### config.mk
export PLATFORM = sky130hd
export DESIGN_NAME = floo_link_buffer
export DESIGN_NICKNAME = d
export VERILOG_FILES = /design/src/rtl/floo_pkg.sv /design/src/rtl/floo_link_perf_cnt.sv /design/src/rtl/floo_link_buffer.sv
export SDC_FILE = /design/constraint.sdc
export NUM_CORES = 1
export LEC_CHECK = 0
export CAP_MARGIN = 15
export CORE_ASPECT_RATIO = 2
export CORE_MARGIN = 2
export CORE_UTILIZATION = 47
export CTS_CLUSTER_SIZE = 10
export DETAILED_ROUTE_END_ITERATION = 7
export PLACE_DENSITY = 0.82
export SYNTH_ARGS = -nofsm -noshare
export SYNTH_HDL_FRONTEND = slang
export SYNTH_SLANG_ARGS = --single-unit
### constraint.sdc
create_clock -name clk_i -period 1.95 [get_ports clk_i]
set_input_delay 0.39 -clock clk_i [delete_from_list [all_inputs] [get_ports clk_i]]
set_output_delay 0.39 -clock clk_i [all_outputs]
set_load 0.005 [all_outputs]
### src/rtl/floo_pkg.sv
// Shared FlooNoC constants used by the link-level buffering blocks.
package floo_pkg;

    // Default width of the link performance counters.
    localparam int unsigned DefaultCntWidth = 32;

    // Default number of flits held by one link buffer.
    localparam int unsigned LinkBufDepth = 2;

endpackage : floo_pkg

### src/rtl/floo_link_perf_cnt.sv
// Saturating stall/flit counter pair for one link channel.
module floo_link_perf_cnt
    import floo_pkg::*;
#(
    parameter int unsigned CntWidth = DefaultCntWidth
) (
    input  logic                clk_i,
    input  logic                rst_ni,
    input  logic                clear_i,
    input  logic                stall_i,
    input  logic                flit_i,
    output logic [CntWidth-1:0] stall_cnt_o,
    output logic [CntWidth-1:0] flit_cnt_o
);

    logic [CntWidth-1:0] stall_cnt_d, stall_cnt_q;
    logic [CntWidth-1:0] flit_cnt_d, flit_cnt_q;

    // Next counter values: flush on clear, otherwise count up and stick at all-ones.
    always_comb begin
        stall_cnt_d = stall_cnt_q;
        flit_cnt_d  = flit_cnt_q;
        if (clear_i) begin
            stall_cnt_d = '0;
            flit_cnt_d  = '0;
        end else begin
            if (stall_i && (stall_cnt_q != '1)) begin
                stall_cnt_d = stall_cnt_q + 1'b1;
            end
            if (flit_i && (flit_cnt_q != '1)) begin
                flit_cnt_d = flit_cnt_q + 1'b1;
            end
        end
    end

    // Counter registers.
    always_ff @(posedge clk_i or negedge rst_ni) begin
        if (!rst_ni) begin
            stall_cnt_q <= '0;
            flit_cnt_q  <= '0;
        end else begin
            stall_cnt_q <= stall_cnt_d;
            flit_cnt_q  <= flit_cnt_d;
        end
    end

    assign stall_cnt_o = stall_cnt_q;
    assign flit_cnt_o  = flit_cnt_q;

endmodule : floo_link_perf_cnt

### src/rtl/floo_link_buffer.sv
// Elastic full-throughput link buffer: registered output stage backed by a
// (Depth-1)-entry circular array, with occupancy and performance counters.
module floo_link_buffer
    import floo_pkg::*;
#(
    parameter type         flit_t   = logic,
    parameter int unsigned Depth    = LinkBufDepth,
    parameter int unsigned CntWidth = DefaultCntWidth
) (
    input  logic                   clk_i,
    input  logic                   rst_ni,
    input  logic                   clear_i,
    input  logic                   valid_i,
    output logic                   ready_o,
    input  flit_t                  data_i,
    output logic                   valid_o,
    input  logic                   ready_i,
    output flit_t                  data_o,
    output logic [$clog2(Depth):0] usage_o,
    output logic [CntWidth-1:0]    stall_cnt_o,
    output logic [CntWidth-1:0]    flit_cnt_o
);

    localparam int unsigned AddrWidth = $clog2(Depth);
    localparam int unsigned ArrDepth  = Depth - 1;

    typedef logic [AddrWidth-1:0] ptr_t;
    typedef logic [AddrWidth:0]   usage_t;

    localparam ptr_t   PtrLast  = ptr_t'(Depth - 2);
    localparam usage_t UsageMax = usage_t'(Depth);

    if ((Depth < 2) || (Depth > 16)) begin : gen_depth_check
        $error("floo_link_buffer: Depth must be within 2..16");
    end

    function automatic ptr_t ptr_inc(input ptr_t p);
        return (p == PtrLast) ? '0 : ptr_t'(p + 1'b1);
    endfunction

    flit_t  mem_d [ArrDepth];
    flit_t  mem_q [ArrDepth];
    ptr_t   rd_ptr_d, rd_ptr_q;
    ptr_t   wr_ptr_d, wr_ptr_q;
    usage_t usage_d, usage_q;
    logic   out_valid_d, out_valid_q;
    flit_t  out_data_d, out_data_q;
    logic   ready_d, ready_q;

    logic push, pop, arr_empty, bypass;

    // Next-state for the output stage, array pointers, occupancy and ready.
    always_comb begin
        push        = valid_i & ready_q;
        pop         = out_valid_q & ready_i;
        // Array holds everything except the flit sitting in the output register.
        arr_empty   = (usage_q == {{AddrWidth{1'b0}}, out_valid_q});
        // An incoming flit lands directly in the output register when nothing
        // older is queued and the register is free (or being vacated).
        bypass      = push & arr_empty & (pop | ~out_valid_q);

        mem_d       = mem_q;
        rd_ptr_d    = rd_ptr_q;
        wr_ptr_d    = wr_ptr_q;
        usage_d     = usage_q;
        out_valid_d = out_valid_q;
        out_data_d  = out_data_q;

        if (clear_i) begin
            rd_ptr_d    = '0;
            wr_ptr_d    = '0;
            usage_d     = '0;
            out_valid_d = 1'b0;
            out_data_d  = '0;
        end else begin
            if (pop && !arr_empty) begin
                out_data_d = mem_q[rd_ptr_q];
                rd_ptr_d   = ptr_inc(rd_ptr_q);
            end else if (bypass) begin
                out_data_d  = data_i;
                out_valid_d = 1'b1;
            end else if (pop) begin
                out_valid_d = 1'b0;
            end

            if (push && !bypass) begin
                mem_d[wr_ptr_q] = data_i;
                wr_ptr_d        = ptr_inc(wr_ptr_q);
            end

            usage_d = usage_q + usage_t'(push) - usage_t'(pop);
        end

        ready_d = (usage_d < UsageMax);
    end

    // Control and output registers.
    always_ff @(posedge clk_i or negedge rst_ni) begin
        if (!rst_ni) begin
            rd_ptr_q    <= '0;
            wr_ptr_q    <= '0;
            usage_q     <= '0;
            out_valid_q <= 1'b0;
            out_data_q  <= '0;
            ready_q     <= 1'b1;
        end else begin
            rd_ptr_q    <= rd_ptr_d;
            wr_ptr_q    <= wr_ptr_d;
            usage_q     <= usage_d;
            out_valid_q <= out_valid_d;
            out_data_q  <= out_data_d;
            ready_q     <= ready_d;
        end
    end

    // Flit storage array; contents need no reset.
    always_ff @(posedge clk_i) begin
        mem_q <= mem_d;
    end

    floo_link_perf_cnt #(
        .CntWidth(CntWidth)
    ) i_perf_cnt (
        .clk_i      (clk_i),
        .rst_ni     (rst_ni),
        .clear_i    (clear_i),
        .stall_i    (out_valid_q & ~ready_i),
        .flit_i     (pop),
        .stall_cnt_o(stall_cnt_o),
        .flit_cnt_o (flit_cnt_o)
    );

    assign ready_o = ready_q;
    assign valid_o = out_valid_q;
    assign data_o  = out_data_q;
    assign usage_o = usage_q;

`ifndef SYNTHESIS
    a_data_stable: assert property (@(posedge clk_i) disable iff (!rst_ni)
        (out_valid_q && !ready_i && !clear_i) |=> (out_valid_q && $stable(out_data_q)));
    a_no_push_full: assert property (@(posedge clk_i) disable iff (!rst_ni)
        (usage_q == UsageMax) |-> !push);
    a_usage_bound: assert property (@(posedge clk_i) disable iff (!rst_ni)
        usage_q <= UsageMax);
`endif

endmodule : floo_link_buffer
==> results of run 1 <==
-- Yosys cell counts (2+ instances only) --
| library cell | count |
|---|---|
| a211oi_1 | 2 |
| a21oi_1 | 56 |
| and3_1 | 9 |
| and4_1 | 9 |
| buf_2 | 3 |
| buf_6 | 3 |
| clkbuf_1 | 13 |
| dfrtp_1 | 68 |
| ha_1 | 4 |
| inv_1 | 10 |
| mux2_2 | 3 |
| mux2_4 | 2 |
| nand2_1 | 24 |
| nand2b_1 | 2 |
| nand3_1 | 21 |
| nand3b_1 | 4 |
| nand4_1 | 18 |
| nor2_1 | 19 |
| nor2b_1 | 8 |
| nor3_1 | 4 |
| nor3_2 | 5 |
| nor4_1 | 7 |
| o21ai_0 | 21 |
| o21ai_1 | 12 |
| o31ai_1 | 23 |
| or3_1 | 29 |
| or4_1 | 23 |
| xnor2_1 | 4 |
-- final timing paths --
| path | slack, ns | end | cells past startpoint |
|---|---|---|---|
| worst max-delay path | -0.13 | i_perf_cnt.stall_cnt_o[31]$_DFFE_PN0P_ | 7 |
| worst min-delay path | 0.07 | i_perf_cnt.stall_cnt_o[10]$_DFFE_PN0P_ | 2 |
| worst max register to register | -0.13 | i_perf_cnt.stall_cnt_o[31]$_DFFE_PN0P_ | 7 |
| worst min register to register | 0.57 | data_o$_DFFE_PN0P_ | 2 |
| max in group asynchronous | 1.54 | ready_o$_DFF_PN1_ | 2 |
| min in group clk_i | 0.42 | i_perf_cnt.stall_cnt_o[21]$_DFFE_PN0P_ | 2 |
-- kinds of logic after synthesis --
logic type / count (synthesis) / synth area share, %
AOI/OAI and AO/OA: 119 / 18.0
muxes: 6 / 1.87
buffers and inverters: 30 / 3.52
and+or+nand+nor: 191 / 29.6
xor gates and xnor gates: 5 / 1.11
adders and majority gates: 4 / 1.27
DFF: 70 / 44.6
-- final cells by class --
cell class	instances	area (sq um)
clock buffer	15	268
clock inverter	1	5.00
fill	580	2120
inverter	11	41.3
multi-input combinational	325	2270
sequential	70	1760
tap	98	123
timing repair buffer	184	1640
-- registers in the layout, summed over array words and instances (netlist names) --
name	cells
mem_q	1
i_perf_cnt.flit_cnt_o	32
i_perf_cnt.stall_cnt_o	32
usage_o	2
valid_o	1
data_o	1
ready_o	1
-- critical path, stage by stage, from the launching register on --
cell and delay (ns):
dfrtp_1 0.37, buf_4 0.16, nand4_1 0.34, nor2_4 0.24
o31ai_4 0.11, buf_12 0.16, nor4_1 0.22, mux2_2 0.37
-- per-layer routing --
layer	GRT usage, %	share of wire, %	vias to the layer above	wire (um)
li1	-	-	1979	-
met1	29.6	35	2143	4600
met2	49.7	55	184	7350
met3	4.81	4.7	58	620
met4	14.9	5.3	0	709
met5	0	0	-	0
-- repair_timing --
item	CTS	global route
buffers inserted	0	13
endpoints found under the setup margin	22	53
resized for setup	9	51
cloned	0	3
pin swaps	1	21
-- through the flow --
stage               total power, W  TNS, ns  instances  setup slack [ns]  area, sq um
global route               0.00378    -2.75        704            -0.183         6110
detailed placement         0.00214   -12.35        672            -0.380         5460
global placement           0.00211    -9.11        672            -0.349         5460
floorplan                  0.00184  -0.0265        425           -0.0132         3940
finish                     0.00364   -0.851        704            -0.131         6110
CTS                        0.00366  -0.0106        688          -0.00906         5770
-- power breakdown --
group	internal (W)	switching (W)	total (W)	leakage (nW)
clock network	0.000930	0.000588	0.00152	0.134
registers	0.00152	0.0000622	0.00159	0.963
logic	0.000273	0.000261	0.000534	1.41
==> impl_metrics.py, run 1 <==
metrics = {
    "status": {
        "outcome": "finished, violations left",
        "violations": "setup timing",
    },
    "detailed_routing": {
        "drtIter0Drc": 399,
        "ant_nets": 0,
        "drc_errors": 0,
        "finalWirelength_um": 13300,
        "drt-pass1-iter-count": 5,
        "wl_per_cell_um": 18.9,
        "num_vias": 4364,
        "viasPerCell": 6.20,
    },
    "hold_path": {
        "min_path_type": "primary input to asynchronous set/reset pin",
    },
    "setup_path": {
        "worstPathArrival_ns": 2.30,
        "r2r_start": "i_perf_cnt.stall_cnt_o[2]$_DFFE_PN0P_",
        "end_kind": "flop",
        "crit_required_ns": 2.17,
        "startpoint": "i_perf_cnt.stall_cnt_o[2]$_DFFE_PN0P_",
        "worstPathMaxFanout": 12,
        "start_kind": "flop",
        "critical_path_class": "flop to flop",
    },
    "pwr": {
        "irDropWorstVdd_mv": 0.549,
        "p_per_area_nw_per_um2": 595,
        "leakagePower_nw": 2.51,
    },
    "sta": {
        "max_freq_mhz": 481,
        "setup_viol": 14,
        "slew_violations": 0,
        "fin_ws_ns": -0.131,
        "slew_headroom_pct": 73.1,
        "fin_hold_ws_ns": 0.0664,
        "period_minus_slack_ns": 2.08,
        "clock_skew_ns": 0.00428,
        "rsz0062_at_grt": "true",
        "finalCritPeriodShare_pct": 107,
        "worst_slew_pin_slew_ns": 0.401,
        "hold_violations": 0,
    },
    "yosys": {
        "syn_area_sq_um": 3940,
        "synth-seq-area-share_pct": 44.6,
        "synth_cell_types": 47,
        "synth_top_cell_area_share_pct": 43.2,
        "synth.avg_cell_area_sq_um": 9.27,
        "synth_top_flop_cell": "dfrtp_1",
        "synthArstFlopShare_pct": 98.6,
        "synth_edf_count": 1,
        "yosysTopAreaCell": "dfrtp_1",
        "synthCells": 425,
        "synth_area_leaders": "dfrtp_1 (43%), a21oi_1 (7.1%), or3_1 (4.6%)",
        "ys_warn_count": 0,
        "syn_nets": 435,
        "ys_ff_latch": 70,
    },
    "global_routing": {
        "grt_pass1_wl_um": 19400,
        "grt_max_degree": 70,
        "grt_remaining_overflow": 0,
        "antenna_found_initial": 0,
        "track_usage_pct": 27.9,
        "first_global_vias": 4216,
    },
    "cells_and_area": {
        "finish.utilization_pct": 74.2,
        "layout_common_cells": "buf_4 (96), clkdlybuf4s50_1 (71), dfrtp_1 (66), a21oi_1 (48), or3_1 (29)",
        "n_antenna_cell": 0,
        "syn_to_final_growth_pct": 55.0,
        "fin_nets": 611,
        "final_common_cell": "buf_4",
        "drive_above_1_share_pct": 29.7,
    },
    "clocking": {
        "numCtsBuffers": 9,
        "cts_hold_buf": 0,
        "clock_sinks": 70,
        "htree_levels": 3,
        "clk_latency_ns": 0.33,
        "clock-root-buffer": "clkbuf_16",
        "cts_buffer_depth": 2,
        "clkSlewWorstSetupHoldPaths_ns": 0.06,
        "cts_tree": "built",
    },
    "placed_design": {
        "place.gp.congestion": 0.833,
        "io_buffers": 74,
        "dp_hpwl_um": 8560,
    },
    "floorplanning": {
        "io_pins": 75,
        "die_h_um": 134,
        "rows": 47,
        "fp.dieArea_sq_um": 9180,
        "core_region_area_sq_um": 8230,
        "initial_utilization_pct": 47.9,
        "die_x_um": 68.8,
    },
    "job": {
        "drv_cap": 0,
    },
}
Note: power is estimated with default switching activity, not from simulation.
==> run 2, diff against run 1 <==
- CORE_UTILIZATION: 47 -> 56
- PLACE_DENSITY: 0.82 -> 0.91
- clock period: 1.95 -> 2.5 ns (I/O delays scaled with it)
==> run 2 against run 1 <==
The run now ends clean. Sequential power decreased by 21%. Maximum frequency decreased by 9.8%. Worst hold slack gained 0.10 ns. Non-clock buffer count down 95. Cell count decreased by 15%. Sequential cell count stayed put. First-iteration DRC count shrank 25%. Critical endpoint is now i_perf_cnt.flit_cnt_o[28]$_DFFE_PN0P_. Sequential share of layout area up 5.3 points. Clock skew decreased by 0.0011 ns. Register-to-register slack better by 0.32 ns. Wire length down 20%.
==> impl_metrics.py, run 2 (synthesis results as in run 1) <==
metrics = {
    "clocking": {
        "clock_sinks": 70,
        "clock-root-buffer": "clkbuf_16",
        "htree_levels": 3,
        "clkSlewWorstSetupHoldPaths_ns": 0.06,
        "cts_resized": 0,
        "clk_latency_ns": 0.34,
        "cts_tree": "built",
        "cts_hold_buf": 0,
        "cts_setup_buffers": 0,
        "cts_buffer_depth": 2,
        "numCtsBuffers": 9,
    },
    "detailed_routing": {
        "num_vias": 3826,
        "drt-pass1-iter-count": 4,
        "finalWirelength_um": 10600,
        "drtIter0Drc": 301,
        "ant_nets": 0,
        "viasPerCell": 6.37,
        "drc_errors": 0,
        "wl_per_cell_um": 17.6,
    },
    "global_routing": {
        "grt_pass1_wl_um": 17700,
        "grt_remaining_overflow": 0,
        "track_usage_pct": 28.6,
        "antenna_found_initial": 0,
        "grt_max_degree": 75,
        "first_global_vias": 3829,
    },
    "floorplanning": {
        "io_pins": 75,
        "die_x_um": 63.3,
        "die_h_um": 123,
        "fp.dieArea_sq_um": 7770,
        "initial_utilization_pct": 57.2,
        "core_region_area_sq_um": 6890,
        "rows": 43,
    },
    "sta": {
        "worst_slew_pin_slew_ns": 0.773,
        "tns_ns": 0,
        "rsz0062_at_grt": "false",
        "finalCritPeriodShare_pct": 92.3,
        "max_freq_mhz": 433,
        "setup_viol": 0,
        "fin_ws_ns": 0.193,
        "period_minus_slack_ns": 2.31,
        "hold_violations": 0,
        "slew_headroom_pct": 48.0,
        "clock_skew_ns": 0.00315,
        "slew_violations": 0,
    },
    "cells_and_area": {
        "layout_common_cells": "clkdlybuf4s50_1 (72), dfrtp_1 (68), a21oi_1 (56), or3_1 (29), nand2_1 (24)",
        "syn_to_final_growth_pct": 30.7,
        "finish.utilization_pct": 74.8,
        "n_fill_cell": 518,
        "drive_above_1_share_pct": 10.8,
        "final_common_cell": "clkdlybuf4s50_1",
        "n_antenna_cell": 0,
        "fin_nets": 516,
    },
    "placed_design": {
        "dp_hpwl_um": 7280,
        "io_buffers": 74,
        "place.gp.congestion": 0.837,
        "dp_slack_ns": 0.00513,
    },
    "setup_path": {
        "start_kind": "flop",
        "end_kind": "flop",
        "worstPathMaxFanout": 18,
        "worstPathArrival_ns": 2.53,
        "crit_required_ns": 2.73,
        "r2r_slack_ns": 0.19,
        "critical_path_class": "flop to flop",
    },
    "status": {
        "outcome": "complete, no violations",
    },
    "job": {
        "drv_cap": 0,
    },
    "pwr": {
        "leakagePower_nw": 1.90,
        "irDropWorstVdd_mv": 0.605,
        "p_per_area_nw_per_um2": 577,
    },
    "hold_path": {
        "min_path_type": "primary input to asynchronous set/reset pin",
    },
}
[run 2: final cells by class]
cell class | count | area (sq um) | share of cell area [%]
inverter | 11 | 41.3 | 0.802
multi-input combinational | 325 | 2050 | 39.8
clock buffer | 13 | 280 | 5.44
tap | 90 | 113 | 2.19
clock inverter | 3 | 40.0 | 0.777
sequential | 70 | 1760 | 34.1
timing repair buffer | 89 | 868 | 16.9
[run 2: worst paths after layout]
path,start,end,cells past startpoint
min in group clk_i,mem_q$_DFFE_PP_,data_o$_DFFE_PN0P_,2
worst max-delay path,i_perf_cnt.flit_cnt_o[27]$_DFFE_PN0P_,i_perf_cnt.flit_cnt_o[28]$_DFFE_PN0P_,5
worst min register to register,mem_q$_DFFE_PP_,data_o$_DFFE_PN0P_,2
worst min-delay path,rst_ni,i_perf_cnt.stall_cnt_o[6]$_DFFE_PN0P_,2
max in group asynchronous,rst_ni,ready_o$_DFF_PN1_,2
worst max register to register,i_perf_cnt.flit_cnt_o[27]$_DFFE_PN0P_,i_perf_cnt.flit_cnt_o[28]$_DFFE_PN0P_,5
[run 2: critical path, stage by stage (launching register included)]
cell and delay, ns:
dfrtp_1 0.46, nand4_1 0.23, or4_4 0.64, o211ai_4 0.44, nor3_2 0.11, mux2_4 0.31
[run 2: layer usage]
metal	vias to the layer above	wire length [um]	GRT usage (%)
met5	-	0	0
met4	0	170	13.0
met3	13	529	6.42
met2	129	6040	53.6
met1	1894	3830	29.7
li1	1790	-	-
[run 2: report_power, final]
part / internal, W / switching, W
sequential: 0.00119 / 0.0000679
clock: 0.000877 / 0.000477
combinational: 0.000183 / 0.000181
[run 2: stage by stage]
step / instance area (sq um) / hold slack [ns] / std cells / total power (W)
after detailed placement: 4830 / 0.555 / 585 / 0.00163
after floorplan: 3940 / 0.204 / 425 / 0.00143
after global placement: 4830 / 0.552 / 585 / 0.00162
after CTS: 5150 / 0.198 / 601 / 0.00299
after global routing: 5150 / 0.216 / 601 / 0.00309
final: 5150 / 0.170 / 601 / 0.00297
